**config.mk**
```make
export PLATFORM = sky130hd
export DESIGN_NAME = adc_byte_streamer
export DESIGN_NICKNAME = d
export VERILOG_FILES = /design/src/rtl/adc_byte_streamer.sv
export SDC_FILE = /design/constraint.sdc
export NUM_CORES = 1
export LEC_CHECK = 0
export CORE_MARGIN = 3
export CORE_UTILIZATION = 47
export DETAILED_ROUTE_END_ITERATION = 6
export DONT_BUFFER_PORTS = 1
export HOLD_SLACK_MARGIN = 0.05
export PLACE_DENSITY = 0.73
export SETUP_SLACK_MARGIN = 0.02
export SLEW_MARGIN = 5
export SYNTH_ARGS = -nofsm -noshare
export SYNTH_HDL_FRONTEND = slang
export SYNTH_SLANG_ARGS = --single-unit
```
**constraint.sdc**
```tcl
create_clock -name clk -period 4.8 [get_ports clk]
set_input_delay 1.2 -clock clk [delete_from_list [all_inputs] [get_ports clk]]
set_output_delay 1.2 -clock clk [all_outputs]
set_load 0.005 [all_outputs]
```
**src/rtl/adc_byte_streamer.sv**
```systemverilog
`default_nettype none
// ============================================================================
// Module   : adc_byte_streamer
// Purpose  : Decimates and buffers ADC samples, streams each as two bytes over
//            a 4-phase PIO handshake (sig out, ack/flush in).
// Revision : 1.0
// ============================================================================
module adc_byte_streamer #(
    parameter int DATA_W     = 14,
    parameter int FIFO_DEPTH = 16,
    parameter int OVF_W      = 16
) (
    input  logic                          clk,
    input  logic                          reset_n,
    input  logic                          enable,
    input  logic [DATA_W-1:0]             adc_data,
    input  logic                          adc_otr,
    input  logic                          adc_strobe,
    input  logic [7:0]                    decim,
    output logic [7:0]                    to_sw_port,
    output logic [1:0]                    to_sw_sig,
    input  logic [1:0]                    to_hw_sig,
    output logic [$clog2(FIFO_DEPTH):0]   fifo_level,
    output logic                          overflow,
    output logic [OVF_W-1:0]              ovf_count
);

    localparam int AW = $clog2(FIFO_DEPTH);
    localparam int LW = AW + 1;

    typedef enum logic [2:0] {
        S_IDLE   = 3'd0,
        S_HI     = 3'd1,
        S_HI_REL = 3'd2,
        S_LO     = 3'd3,
        S_LO_REL = 3'd4
    } state_t;

    state_t              r_state, w_state_nxt;
    logic [7:0]          r_port, w_port_nxt;
    logic [1:0]          r_sig, w_sig_nxt;
    logic [7:0]          r_lo;
    logic [AW-1:0]       r_wr, r_rd;
    logic [LW-1:0]       r_level;
    logic [7:0]          r_dcnt;
    logic                r_ovf;
    logic [OVF_W-1:0]    r_ovf_cnt;
    logic [DATA_W:0]     r_mem [FIFO_DEPTH];

    logic                w_ack, w_flush, w_pop, w_push, w_drop;
    logic                w_keep, w_empty, w_full;
    logic [7:0]          w_dmax;
    logic [DATA_W:0]     w_head;
    logic [5:0]          w_hi6;
    logic [7:0]          w_hi_byte;

    assign w_ack   = to_hw_sig[0];
    assign w_flush = to_hw_sig[1];
    assign w_dmax  = (decim == 8'd0) ? 8'd0 : decim - 8'd1;
    assign w_keep  = enable & adc_strobe & (r_dcnt == 8'd0);
    assign w_empty = (r_level == '0);
    assign w_full  = (r_level == LW'(FIFO_DEPTH));
    assign w_push  = w_keep & ~w_flush & (~w_full | w_pop);
    assign w_drop  = w_keep & ~w_flush & w_full & ~w_pop;
    assign w_head  = r_mem[r_rd];

    // Narrow samples leave the upper high-byte data bits zero.
    generate
        if (DATA_W >= 14) begin : g_hi_full
            assign w_hi6 = w_head[13:8];
        end else begin : g_hi_pad
            assign w_hi6 = {{(14-DATA_W){1'b0}}, w_head[DATA_W-1:8]};
        end
    endgenerate

    assign w_hi_byte = {w_head[DATA_W], 1'b0, w_hi6};

    always_comb begin
        w_state_nxt = r_state;
        w_port_nxt  = r_port;
        w_sig_nxt   = r_sig;
        w_pop       = 1'b0;
        if (w_flush) begin
            w_state_nxt = S_IDLE;
            w_sig_nxt   = 2'b00;
        end else begin
            case (r_state)
                S_IDLE: if (!w_empty) begin
                    w_pop       = 1'b1;
                    w_state_nxt = S_HI;
                    w_port_nxt  = w_hi_byte;
                    w_sig_nxt   = 2'b01;
                end
                S_HI: if (w_ack) begin
                    w_state_nxt = S_HI_REL;
                    w_sig_nxt   = 2'b00;
                end
                S_HI_REL: if (!w_ack) begin
                    w_state_nxt = S_LO;
                    w_port_nxt  = r_lo;
                    w_sig_nxt   = 2'b10;
                end
                S_LO: if (w_ack) begin
                    w_state_nxt = S_LO_REL;
                    w_sig_nxt   = 2'b00;
                end
                S_LO_REL: if (!w_ack) begin
                    if (!w_empty) begin
                        w_pop       = 1'b1;
                        w_state_nxt = S_HI;
                        w_port_nxt  = w_hi_byte;
                        w_sig_nxt   = 2'b01;
                    end else begin
                        w_state_nxt = S_IDLE;
                    end
                end
                default: begin
                    w_state_nxt = S_IDLE;
                    w_sig_nxt   = 2'b00;
                end
            endcase
        end
    end

    always_ff @(posedge clk or negedge reset_n) begin
        if (!reset_n) begin
            r_state   <= S_IDLE;
            r_port    <= '0;
            r_sig     <= '0;
            r_lo      <= '0;
            r_wr      <= '0;
            r_rd      <= '0;
            r_level   <= '0;
            r_dcnt    <= '0;
            r_ovf     <= 1'b0;
            r_ovf_cnt <= '0;
        end else begin
            r_state <= w_state_nxt;
            r_port  <= w_port_nxt;
            r_sig   <= w_sig_nxt;
            if (w_pop)
                r_lo <= w_head[7:0];

            if (!enable)
                r_dcnt <= '0;
            else if (adc_strobe)
                r_dcnt <= (r_dcnt >= w_dmax) ? 8'd0 : r_dcnt + 8'd1;

            if (w_flush) begin
                r_wr      <= '0;
                r_rd      <= '0;
                r_level   <= '0;
                r_ovf     <= 1'b0;
                r_ovf_cnt <= '0;
            end else begin
                if (w_push)
                    r_wr <= r_wr + AW'(1);
                if (w_pop)
                    r_rd <= r_rd + AW'(1);
                if (w_push && !w_pop)
                    r_level <= r_level + LW'(1);
                else if (w_pop && !w_push)
                    r_level <= r_level - LW'(1);
                if (w_drop) begin
                    r_ovf <= 1'b1;
                    if (r_ovf_cnt != '1)
                        r_ovf_cnt <= r_ovf_cnt + OVF_W'(1);
                end
            end
        end
    end

    always_ff @(posedge clk) begin
        if (w_push)
            r_mem[r_wr] <= {adc_otr, adc_data};
    end

    assign to_sw_port = r_port;
    assign to_sw_sig  = r_sig;
    assign fifo_level = r_level;
    assign overflow   = r_ovf;
    assign ovf_count  = r_ovf_cnt;

endmodule
`default_nettype wire

```
==> metrics.cfg <==
[timing]
setup_viol = 0
rsz0062_at_grt = false
tns_ps = 0
skew_ps = 19.1
slew_headroom = 0.240
max_freq_mhz = 287
fin_crit_sh = 0.726
hold_violations = 0
worst_slew_pin_slew_ps = 1140
slew_viol_final = 0
finalCriticalPeriod_ps = 3490

[clocking]
clock_sinks = 299
cts_buffers = 29
clk_pin_slew_ps = 60
cts_hold_buf = 0
cts-htree-levels = 1
clock_latency_ps = 560
clockBufferDepth = 3
clockRootBuffer = clkbuf_16
cts_tree = built
cts_resized = 0
postCtsSetupBuffers = 0

[yosys]
yosys_warnings = 0
ys_ff_latch = 299
synth_edf_count = 240
ys_seq_area_frac = 0.687
yosysUniqueCellTypes = 54
yosys.area.top_type = edfxtp_1
synth_fp_nets = 830
async_flop_share = 0.197
ys.flop_type = edfxtp_1
synthTopCellsByArea = edfxtp_1 (57%), dfrtp_1 (12%), mux4_2 (11%)
netlist_instances = 779
syn_area_per_cell_sq_um = 16.2
synthesis.area_sq_mm = 0.0126
synth.top_cell.area_share = 0.570

[placed_design]
dp_hpwl_mm = 16.7
place.gp.congestion = 0.867
port_buffers = 0

[min_path]
hold_class = primary input to async pin

[job]
cap_violations = 0

[global_route]
grt_overflow = 0
grt_start_max_net_pins = 60
antenna_found_initial = 0
grt_pass1_wl_mm = 41.1
grt_usage = 0.185
grt_pass1_vias = 6995

[pwr]
pwr-share-clk = 0.351
p_seq_frac = 0.480
peakVddDrop_v = 0.000372
swShare = 0.260
combinationalPowerShare = 0.169
p_int_w = 0.00489
power_switching_w = 0.00172
powerDensity_mw_per_mm2 = 472
p_leak_nw = 4.70

[critical_path]
crit_type = register to register
crit_path_start_kind = register
cp.required_ps = 5230
rrSetupSlack_ps = 1310
arrival_ps = 3920
end_kind = register
timing.rr.end = fifo_level[4]
r2r_cells = 9
cp_max_fo = 10
r2r_start = fifo_level[0]

[finish]
seq_area_sq_mm = 0.00869
diodes = 0
multi_input_area_sq_mm = 0.00375
drive_above_1_share = 0.172
syn_to_final_growth_pct = 10.9
nNetsFinal = 835
fillers = 2073
fin_util = 0.534

[floorplan]
start_util = 0.481
ioPinCount = 61
dieWidth_microns = 170
dieArea_sq_mm = 0.0289
core_area_sq_mm = 0.0263
fp.dieH_microns = 170
fp-row-count = 59

[drt]
num_vias = 6958
drt_iter0_markers = 669
via_per_inst = 6.10
avgRoutedWirePerCell_microns = 23.3
routed_wl_mm = 26.6
drc_errors = 0
drt_pre_antenna_iters = 6
antenna_left = 0

[run_status]
status = finished, final reports clean

cell type report:
type / instances / share of cell area
Inverter: 21 / 0.00562
Multi-Input combinational cell: 420 / 0.267
Sequential cell: 299 / 0.620
Clock inverter: 21 / 0.0172
Tap cell: 335 / 0.0299
Clock buffer: 32 / 0.0526
Timing Repair Buffer: 13 / 0.00785
kinds of logic (layout without fill, tap and decap cells):
| logic type | Yosys count | after routing | synth area share |
|---|---|---|---|
| xor+xnor | 11 | 11 | 0.00762 |
| flops | 299 | 299 | 0.687 |
| mux | 84 | 84 | 0.126 |
| buf+inv | 60 | 87 | 0.0196 |
| simple gates | 176 | 176 | 0.0714 |
| compound gates | 127 | 127 | 0.0655 |
| fa+ha+maj | 22 | 22 | 0.0224 |
per-layer routing:
layer	up-vias	global-route usage	share of wire
met5	-	0	0
met1	3551	0.246	0.41
li1	3093	-	-
met3	65	0.0416	0.068
met4	0	0.0536	0.031
met2	249	0.309	0.49
stage by stage:
step                power, W  std cells  hold WS (ps)  cell area (sq um)  worst slack (ps)
floorplan            0.00405        779           456              12600               641
global placement     0.00433       1088           478              13000              1030
detailed placement   0.00435       1088           487              13000               940
CTS                  0.00667       1141           313              14000              1310
global route         0.00690       1141           309              14000              1040
finish               0.00661       1141           340              14000              1310
sequential cells by signal, indices dropped and copies added (netlist names):
register and count:
fifo_level 5, r_wr 4, ovf_count 16, r_rd 4
to_sw_port 8, r_state 3, r_lo 8, overflow 1
to_sw_sig 2, r_mem 240, r_dcnt 8
critical path: stages, from the launching register on:
cell      delay, ps
dfrtp_1         460
or4_4           640
o211ai_2        460
nand3_1         390
fa_1            520
a21o_1          190
a21oi_1         170
nand3_1          90
o21ai_0         100
mux2_2          360
cell usage in the layout (no fill, tap or decap), types with 17 or more instances in the layout:
master / n
a21oi_1: 43
clkbuf_16: 29
dfrtp_1: 57
edfxtp_1: 240
ha_1: 21
inv_1: 21
mux2i_1: 19
mux4_2: 60
nand2_1: 44
nand3_1: 17
nor2_1: 32
o21ai_0: 26
power groups by stage:
stage | combinational, W | sequential (W) | clock, W
after global routing | 0.00123 | 0.00320 | 0.00247
final | 0.00112 | 0.00317 | 0.00232
after global placement | 0.00110 | 0.00323 | 0
after floorplan | 0.000996 | 0.00305 | 0
after detailed placement | 0.00113 | 0.00323 | 0
after CTS | 0.00113 | 0.00318 | 0.00236
synth_stat cells, types with 13 or more instances:
cell type and count:
nand3_1 17, mux4_2 60, o21ai_0 26, edfxtp_1 240, nor3_1 13, dfrtp_1 59, inv_1 21, a22oi_1 14
nor2_1 35, clkbuf_1 30, mux2i_1 19, a21oi_1 43, nand2_1 44, ha_1 21
worst max-delay path by stage:
stage	from	endpoint	slack [ps]	depth (start not counted)
after global placement	decim[1]	r_dcnt[4]	1030	9
after detailed placement	decim[1]	r_dcnt[6]	940	9
final	fifo_level[0]	fifo_level[4]	1310	9
after global routing	fifo_level[0]	fifo_level[4]	1040	9
after floorplan	to_hw_sig[0]	r_mem[0][0]	640	5
after CTS	fifo_level[0]	fifo_level[4]	1310	9
Power figures use the tool's default switching activity.
